## config.mk

```make
export PLATFORM = sky130hd
export DESIGN_NAME = adc_capture_gate
export DESIGN_NICKNAME = d
export VERILOG_FILES = /design/src/rtl/dd_capture_pkg.sv /design/src/rtl/adc_capture_gate_sync_bit.sv /design/src/rtl/adc_capture_gate.sv
export SDC_FILE = /design/constraint.sdc
export NUM_CORES = 1
export LEC_CHECK = 0
export ABC_AREA = 1
export CAP_MARGIN = 20
export CORE_MARGIN = 2
export CORE_UTILIZATION = 55
export CTS_CLUSTER_DIAMETER = 50
export CTS_CLUSTER_SIZE = 40
export DETAILED_ROUTE_END_ITERATION = 8
export PLACE_DENSITY = 0.89
export SYNTH_ARGS = -nofsm -noshare
export SYNTH_HDL_FRONTEND = slang
export SYNTH_HIERARCHICAL = 1
export SYNTH_SLANG_ARGS = --single-unit
export TNS_END_PERCENT = 5
```

## constraint.sdc

```tcl
create_clock -name clock -period 3.2 [get_ports clock]
set_clock_uncertainty 0.2 [all_clocks]
set_input_delay 0.64 -clock clock [delete_from_list [all_inputs] [get_ports clock]]
set_output_delay 0.64 -clock clock [all_outputs]
set_load 0.1 [all_outputs]
```

## src/rtl/dd_capture_pkg.sv

```systemverilog
// Shared types and constants for the ADC capture gate.
package dd_capture_pkg;

  localparam int DATA_WIDTH_DEF = 10;
  localparam logic [DATA_WIDTH_DEF-1:0] RAMP_MAX = '1;

  typedef enum logic [1:0] {
    IDLE = 2'd0,
    ARM  = 2'd1,
    RUN  = 2'd2
  } cap_state_e;

endpackage

```

## src/rtl/adc_capture_gate_sync_bit.sv

```systemverilog
// Single-bit multi-flop synchroniser, async active-low reset to 0.
module sync_bit #(
  parameter int SYNC_STAGES = 2
) (
  input  logic clock,
  input  logic nReset,
  input  logic d,
  output logic q
);

  logic [SYNC_STAGES-1:0] sync_q;
  logic [SYNC_STAGES-1:0] sync_d;

  always_comb begin
    sync_d = {sync_q[SYNC_STAGES-2:0], d};
  end

  always_ff @(posedge clock or negedge nReset) begin
    if (!nReset) begin
      sync_q <= '0;
    end else begin
      sync_q <= sync_d;
    end
  end

  assign q = sync_q[SYNC_STAGES-1];

endmodule

```

## src/rtl/adc_capture_gate.sv

```systemverilog
// ADC-domain capture gate feeding the dual-clock FIFO write port: arm/run FSM,
// ramp test pattern and saturating dropped-sample accounting.
module adc_capture_gate
  import dd_capture_pkg::*;
#(
  parameter int DATA_WIDTH  = DATA_WIDTH_DEF,
  parameter int SYNC_STAGES = 2,
  parameter int ARM_CYCLES  = 4,
  parameter int DROP_WIDTH  = 16
) (
  input  logic                  clock,
  input  logic                  nReset,
  input  logic [DATA_WIDTH-1:0] adcData,
  input  logic                  captureEnable,
  input  logic                  testMode,
  input  logic                  fifoFull,
  output logic [DATA_WIDTH-1:0] outData,
  output logic                  outWrite,
  output logic                  overflow,
  output logic [DROP_WIDTH-1:0] dropCount,
  output logic                  capturing
);

  localparam int ARM_W = (ARM_CYCLES > 1) ? $clog2(ARM_CYCLES) : 1;
  localparam logic [ARM_W-1:0] ARM_LAST = ARM_W'(ARM_CYCLES - 1);

  logic cap_en_s;
  logic test_s;

  cap_state_e            state_q, state_d;
  logic [DATA_WIDTH-1:0] adc_reg_q, adc_reg_d;
  logic [DATA_WIDTH-1:0] ramp_q, ramp_d;
  logic [DATA_WIDTH-1:0] out_data_q, out_data_d;
  logic                  out_write_q, out_write_d;
  logic                  overflow_q, overflow_d;
  logic [DROP_WIDTH-1:0] drop_q, drop_d;
  logic                  mode_q, mode_d;
  logic [ARM_W-1:0]      arm_cnt_q, arm_cnt_d;
  logic [DATA_WIDTH-1:0] sample;

  sync_bit #(.SYNC_STAGES(SYNC_STAGES)) u_sync_cap (
    .clock (clock),
    .nReset(nReset),
    .d     (captureEnable),
    .q     (cap_en_s)
  );

  sync_bit #(.SYNC_STAGES(SYNC_STAGES)) u_sync_test (
    .clock (clock),
    .nReset(nReset),
    .d     (testMode),
    .q     (test_s)
  );

  always_comb begin
    state_d     = state_q;
    adc_reg_d   = adcData;
    ramp_d      = ramp_q;
    out_data_d  = out_data_q;
    out_write_d = 1'b0;
    overflow_d  = overflow_q;
    drop_d      = drop_q;
    mode_d      = mode_q;
    arm_cnt_d   = arm_cnt_q;
    sample      = mode_q ? ramp_q : adc_reg_q;

    case (state_q)
      IDLE: begin
        if (cap_en_s) begin
          state_d    = ARM;
          mode_d     = test_s;
          overflow_d = 1'b0;
          drop_d     = '0;
          ramp_d     = '0;
          arm_cnt_d  = '0;
        end
      end
      ARM: begin
        // Losing the request wins over completing the flush.
        if (!cap_en_s) begin
          state_d = IDLE;
        end else begin
          arm_cnt_d = arm_cnt_q + 1'b1;
          if (arm_cnt_q == ARM_LAST) begin
            state_d = RUN;
          end
        end
      end
      RUN: begin
        // Ramp advances on every RUN cycle so FIFO-full gaps show up in the pattern.
        ramp_d = ramp_q + 1'b1;
        if (!cap_en_s) begin
          state_d = IDLE;
        end else if (fifoFull) begin
          overflow_d = 1'b1;
          if (drop_q != '1) begin
            drop_d = drop_q + 1'b1;
          end
        end else begin
          out_write_d = 1'b1;
          out_data_d  = sample;
        end
      end
      default: state_d = IDLE;
    endcase
  end

  always_ff @(posedge clock or negedge nReset) begin
    if (!nReset) begin
      state_q     <= IDLE;
      adc_reg_q   <= '0;
      ramp_q      <= '0;
      out_data_q  <= '0;
      out_write_q <= 1'b0;
      overflow_q  <= 1'b0;
      drop_q      <= '0;
      mode_q      <= 1'b0;
      arm_cnt_q   <= '0;
    end else begin
      state_q     <= state_d;
      adc_reg_q   <= adc_reg_d;
      ramp_q      <= ramp_d;
      out_data_q  <= out_data_d;
      out_write_q <= out_write_d;
      overflow_q  <= overflow_d;
      drop_q      <= drop_d;
      mode_q      <= mode_d;
      arm_cnt_q   <= arm_cnt_d;
    end
  end

  assign outData   = out_data_q;
  assign outWrite  = out_write_q;
  assign overflow  = overflow_q;
  assign dropCount = drop_q;
  assign capturing = (state_q == RUN);

endmodule

```

Word-level counts from Yosys, hierarchy flattened
Cells that the tools add are included.
Storage, ports and cells
  register bits after elaboration: 57
  input bits: 15
  output and inout bits: 29
  word-level logic and storage cells: 59
Cells by class
  add/sub/neg operators: 3
  equal/unequal tests: 11
  multiplexer cells: 23
  bitwise gates (word level): 1
  reductions and logical operators: 10
Operators with widths (count)
  $mux W16: 4
  $pmux W16 S2: 1
  $mux W10: 2
  $pmux W10 S2: 1
  $add A16 B1 Y16 const B: 1
  $ne A16 B16 Y1 const B: 1
  $mux W2: 6
  $add A10 B1 Y10 const B: 1
  $reduce_and A3 Y1: 3
  $ne A2 B1 Y1 const B: 4
  $mux W1: 6
  $pmux W2 S3: 1
  $reduce_and A5 Y1: 1
  $eq A2 B2 Y1 const B: 2
  $ne A2 B2 Y1 const B: 2
  $pmux W2 S2: 1
  $reduce_and A2 Y1: 2
  $reduce_and A4 Y1: 1
  $reduce_bool A2 Y1: 2
  $ne A3 B3 Y1 const B: 1
  $add A2 B1 Y2 const B: 1
  $eq A2 B1 Y1 const B: 1
  $logic_not A2 Y1: 1
  $pmux W1 S2: 1
  $not A1 Y1: 1

Depth between registers and ports, before layout
  word-level depth: 5
  depth in mapped cells: 9

Cells and area by module
The synthesis kept the hierarchy.
Modules (own cells, without submodules)
  adc_capture_gate: times used 1, cells each 312, area each 2544.9 sq um
  sync_bit: times used 2, cells each 2, area each 50.0 sq um

Worst setup path after synthesis
OpenSTA, ideal clock, no wires.
  path kind: register to register
  start point: reg drop_q[1], in the netlist dropCount[1]
  end point: reg drop_q[11], in the netlist dropCount[11]
  setup time: 0.132 ns
  arrival time: 2.077 ns
  data required time: 2.868 ns
  slack: 0.790 ns
  cell stages (with the launch flop): 10
  buffers on the path: 1
  path through: dfrtp_1 > ha_1 > nand2_2 > nor2_4 > nand3_2 > nor2_2 > nor2_2 > buf_6 > nand2_1 > o21ai_0
On the way
  cells in the longest elaborated chain, start to end: 5
RTL lines
  from (decl): line adc_capture_gate.sv:36  | logic [DROP_WIDTH-1:0] drop_q, drop_d;
  from (signal assigned): line adc_capture_gate.sv:126  | drop_q <= drop_d;
  $add A16 B1 Y16: line adc_capture_gate.sv:97  | drop_d = drop_q + 1'b1;
  $mux W16: line adc_capture_gate.sv:96  | if (drop_q != '1) begin
  $mux W16: line adc_capture_gate.sv:94  | end else if (fifoFull) begin
  $mux W16: line adc_capture_gate.sv:92  | if (!cap_en_s) begin
  $pmux W16 S2: line adc_capture_gate.sv:67  | case (state_q)
Parallel ways exist; a longest one is shown, timed or not. The select of a mux whose other input is x is not followed.
A chain may end at the register's enable or synchronous reset.

Worst setup path after layout
  start point: reg state_q[0]
  end point: out capturing
On the way
  cells in the longest elaborated chain, start to end: 1
RTL lines
  from (decl): line adc_capture_gate.sv:30  | cap_state_e state_q, state_d;
  from (signal assigned): line adc_capture_gate.sv:120  | state_q <= state_d;
  $eq A2 B2 Y1: line adc_capture_gate.sv:136  | assign capturing = (state_q == RUN);
  to (decl): line adc_capture_gate.sv:21  | output logic capturing
No other way between the ends.

==> impl_metrics.ini <==
[placement]
dpl_cell_area_um2 = 3038
dp_cells = 408
dpl.hpwl_mm = 4.005
gp_congestion = 0.9010
io_buffers = 43

[critical_path]
crit_path_end_kind = output port
cp_top_family = buffers and inverters
startpoint = state_q[0]
worstSetupStartpointType = register
slowest_delay_ps = 440
crit_required_ps = 2360
path_buf_inv = 3
path_cells = inv_2, nand2_4, inv_1, buf_4
cpMaxStageDelayCell = dfrtp_1
worstPathArrival_ps = 1670
critical_path_class = reg2out
critical_path_peak_fanout = 11
r2r-start = state_q[0]

[synthesis]
yosysTopAreaCellShare_pct = 53.93
syn-num-nets = 334
synthMostInstantiatedCell = nand2_1
netlist_top_cells_count = 95 x nand2_1, 57 x dfrtp_1, 32 x inv_1
yosysUniqueCellTypes = 27
synthCells = 316
syn_area_per_cell_um2 = 8.370
yosysTopAreaCell = dfrtp_1
ys_ff_latch = 57
syn-cell-area_um2 = 2645
synth-seq-area-share_pct = 53.93
ys_async_sr_fraction_pct = 100.0
synth_area_leaders = dfrtp_1 54%, nand2_1 13%, inv_1 4.5%
ys.warnings.count = 6
synth-edff-count = 0
synthFlopType = dfrtp_1

[sta]
setup_viol = 0
max_freq_mhz = 397.6
rsz0062_at_grt = false
min_period_ps = 2515
worst_pin_slew_ps = 803.3
hold_viol_final = 0
totalNegativeSetupSlack_ps = 0
fin_crit_sh_pct = 78.59
maxSlewViolCount = 0
relSlewSlack_pct = 46.39

[floorplanning]
ioPinCount = 44
fp-row-count = 25
start_util_pct = 56.37
chipHeight_um = 73.35
core_um2 = 4692
die_area_um2 = 5380
die_w_um = 73.35

[final_layout]
diodes = 0
syn_to_final_growth_pct = 22.19
drive_gt1_share_pct = 15.99
stdcell_area_um2 = 3232
final_cell_count_no_fill = 423
fin_nets = 383

[global_routing]
grt_max_degree = 39
grtUsageTotal_pct = 23.36
grt_overflow = 0
grt_pass1_wl_mm = 9.411
first_global_vias = 2111
antenna_found_initial = 0

[routing]
drcViolationCount = 0
dr_total_vias = 2266
vias_per_cell = 5.357
drtPass1Iterations = 5
drt_iter0_markers = 241
wl_per_cell_um = 13.22
ant_nets = 0
routed_wl_mm = 5.590

[clock_network]
root_buffer = clkbuf_8
hold_buffers = 0
clock_sinks = 57
cts_resized = 0
cts_setup_buffers = 0
cts_max_path_buffers = 2
cts_max_level = 3
clk_pin_slew_ps = 70
tritoncts.num_buffers = 9
cts_tree = built
clk_latency_ps = 340

[power]
leakagePower_nw = 1.578
peakVddDrop_uv = 333.5
power.total_w = 0.001588
power_density_nw_per_um2 = 491.4

[status]
status = completed

[run]
maxCapViolCount = 0

[hold_path]
hold_class = in2async
report_power, final:
| group | internal, W | switching (W) |
|---|---|---|
| sequential | 0.000745 | 0.0000238 |
| clock | 0.000374 | 0.000287 |
| combinational | 0.0000479 | 0.000109 |
| total | 0.00117 | 0.000421 |
through the flow:
stage | setup WS [ps] | util [%] | hold WS (ps)
2_1_floorplan | 790.1 | - | 131.2
3_3_place_gp | 918.3 | 64.75 | 133.6
3_5_place_dp | 825.9 | 64.75 | 146.6
4_1_cts | 700.3 | 68.88 | 48.34
5_1_grt | 619.9 | 68.88 | 65.58
6_report | 685.2 | 68.88 | 39.08
routing by layer:
metal	up-vias	track usage (%)	wire length, um
met1	1062	29.36	2378
met3	19	9.739	389
met2	80	35.94	2649
met4	0	9.293	173
li1	1105	-	-
met5	-	0	0
layout by cell type, fill, tap and decap left out, types with 2 or more instances in the layout:
cell / netlist / layout
a21oi_1: 12 / 12
buf_4: 0 / 30
clkbuf_8: 0 / 10
clkdlybuf4s50_1: 0 / 13
clkinv_2: 0 / 2
dfrtp_1: 57 / 57
ha_1: 3 / 3
inv_1: 32 / 32
mux2i_1: 3 / 3
nand2_1: 95 / 95
nand2_2: 2 / 2
nand3_1: 17 / 17
nand3_2: 2 / 2
nand4_1: 5 / 5
nor2_1: 30 / 30
nor2_2: 4 / 4
nor3_1: 7 / 7
o21ai_0: 22 / 22
o22ai_1: 3 / 3
or2_2: 2 / 2
xnor2_1: 2 / 2
xor2_1: 6 / 6
worst paths after layout:
kind                                   endpoint  slack, ps  depth (start not counted)
max                                   capturing        690                          4
min                                    overflow         40                          1
max reg2reg                       dropCount[11]       1170                          8
min reg2reg                u_sync_cap/sync_q[1]        160                          0
max in group asynchronous            outData[2]       1930                          2
min in group clock         u_sync_cap/sync_q[1]        160                          0
final cells by class:
cell class / instances / area, um2
multi-input cells: 220 / 1060
well taps: 54 / 67.56
clock buffers: 10 / 137.6
repair buffers: 44 / 360.3
inverters: 33 / 123.9
clock inverters: 5 / 56.30
flip-flops and latches: 57 / 1426
fillers: 374 / 1460
registers in the layout, indices dropped and copies added, names as in the netlist:
name and flops:
ramp_q 10, adc_reg_q 10, outData 10, u_sync_cap/sync_q 2, dropCount 16, arm_cnt_q 2
state_q 2, overflow 1, outWrite 1, mode_q 1, u_sync_test/sync_q 2
cells by family (layout without fill, tap and decap cells):
logic type                 count (synthesis)  in the layout  share of synthesized area [%]
DFF                                       57             57                          53.93
AOI/OAI and AO/OA                         40             40                          7.900
muxes                                      3              3                          1.135
adders and majority gates                  3              3                          1.419
xor gates and xnor gates                   8              8                          2.649
buffers and inverters                     39             92                          6.007
and+or+nand+nor                          166            166                          26.96
(Power assumes the default switching activity.)
==> patch: new RTL, same settings <==
Make the reset (`nReset`) synchronous in 2 clocked blocks. Comments in the files are not updated.
--- a/src/rtl/adc_capture_gate_sync_bit.sv
+++ b/src/rtl/adc_capture_gate_sync_bit.sv
@@ -17,3 +17,3 @@
 
-  always_ff @(posedge clock or negedge nReset) begin
+  always_ff @(posedge clock) begin
     if (!nReset) begin
--- a/src/rtl/adc_capture_gate.sv
+++ b/src/rtl/adc_capture_gate.sv
@@ -107,3 +107,3 @@
 
-  always_ff @(posedge clock or negedge nReset) begin
+  always_ff @(posedge clock) begin
     if (!nReset) begin
Function: differs if nReset is asserted again (counterexample within 10 cycles, from zero or initial values and one cycle with nReset low); with nReset held inactive, the same outputs for 10 cycles.
==> patch against the unedited design <==
Sequential cell count unchanged. Wire length decreased by 5.2%. Register-to-register slack improved by 20 ps. Critical path depth increased by 3. Synthesized area decreased by 5.9%. Die area decreased by 5.6%. Design area decreased by 5.1%. Global-route usage decreased by 0.42 points. Setup slack improved by 340 ps. Cell count increased by 2.4%.
Power is not compared: it rests on default switching activity, and its combinational part moved more than twofold at a synthesized area within 25%.
==> patch: results (changes against the unedited design) <==
| Metric | Value |
|---|---|
| Status | finished clean |
| First-pass GRT wire length | 9140 um (-2.9%) |
| Fraction of registers with async set/reset | 0 (-1.00) |
| Critical path's largest stage delay | 520 ps (+80 ps) |
| CP delay by family, top | simple AND/OR/NAND/NOR gates |
| Mux share of post-synthesis cell area | 0.0281 (+0.0168) |
| End of the critical path | dropCount[12] |
| Sequential share of the synthesized area | 0.458 (-0.0810) |
| DR WL met2 | 2440 um (-8.0%) |
| Multi-input combinational area share | 0.373 (+0.0450) |
| Layout clock buffers | 13 (+3) |
| Synth top cells by count | 81 x nand2_1, 57 x dfxtp_1, 37 x inv_1 |
| CP Launch Point | fifoFull |
| Vias in the first global route | 2,085 (-1.2%) |
| Inverters | 42 (+27%) |
| Placer congestion estimate | 0.865 (-4.0%) |
| Final nets | 395 (+3.1%) |
| Initial DRT Pass Iterations | 4 (-1) |
| Non-clock buffers | 45 (+2.3%) |
| Adder-Cell Fraction of Synth Area | 0.0151 (+0.000884) |
| R2R Path End | dropCount[2] |
| YS warnings | 6 (unchanged) |
| Global Route met2 Usage | 0.350 (-0.00957) |
| Average size of a mapped cell | 7.57 sq um (-9.6%) |
| Multi-input combinational gate total | 222 (+0.91%) |
| Placed cells | 418 (+2.5%) |
| Routing usage on met3 | 0.0745 (-0.0229) |
| DRT iter0 DRCs | 100 (-59%) |
| Worst R2R Start | dropCount[0] |
| Worst Reg-to-Reg Cells | 9 (+1) |
| Seq cells | 57 (unchanged) |
| Share of cells above drive strength 1 | 0.168 (+0.00809) |
| Tot GR Track Use | 0.229 (-0.00422) |
| Complex-gate fraction of the synthesized area | 0.136 (+0.0572) |
| Ys flop type | dfxtp_1 |
| Worst Max-Slew Pin Slew | 528 ps (-275 ps) |
| Pin count of the biggest net entering global routing | 34 (-13%) |
| Seq/total area | 0.372 (-0.0693) |
| Worst hold path type | reg2reg |
| Top cells by area, synth | dfxtp_1 46%, nand2_1 12%, inv_1 5.6% |
| Vias/cell | 5.13 (-4.2%) |
| R2R Setup Slk | 1190 ps (+20 ps) |
| Avg WL per Cell | 12.2 um (-7.3%) |
| Fillcell total | 346 (-7.5%) |
| Worst path slowest cell | clkdlybuf4s50_1 |
| Dpl hpwl | 3790 um (-5.4%) |
| Met3 WL post-DR | 339 um (-13%) |
| Unique masters post-synth | 33 (+22%) |
| Hold_ws | 217 ps (+178 ps) |
| Clk tree area frac | 0.0592 (-0.000848) |
| Post-synthesis xor/xnor area fraction | 0.0176 (-0.00890) |
| GR Util met1 | 0.305 (+0.0115) |
| Mapped Nets | 347 (+3.9%) |
| NonClk Buf Share | 0.122 (+0.0101) |
==> patch: changes by cell type after synthesis, sizes merged, moves of 4 or more <==
cell / before / now
nand2: 98 / 88
a31oi: 0 / 4
o21ai: 23 / 27
a21oi: 12 / 27
inv: 33 / 41
mux2i: 3 / 7
dfrtp: 57 / 0
nand4: 5 / 1
dfxtp: 0 / 57
nand3: 19 / 14
==> patch: stage by stage <==
stage | util | worst slack, ps | area (sq um) | power [mW]
floorplan | - | 712 | 2490 | 0.775
global placement | 0.663 | 748 | 2890 | 0.799
detailed placement | 0.663 | 684 | 2890 | 0.800
CTS | 0.704 | 1040 | 3070 | 1.40
global route | 0.704 | 919 | 3070 | 1.44
finish | 0.704 | 1030 | 3070 | 1.39
==> patch: worst register-to-register path, stage by stage, from the launching register on <==
cell     delay [ps]
dfxtp_1         410
ha_1            240
nand2_1          70
nor2_1          190
nand3_1         120
nor2_1          130
nor2_2          120
nor2_1          270
nand2_1         100
o21ai_1          90
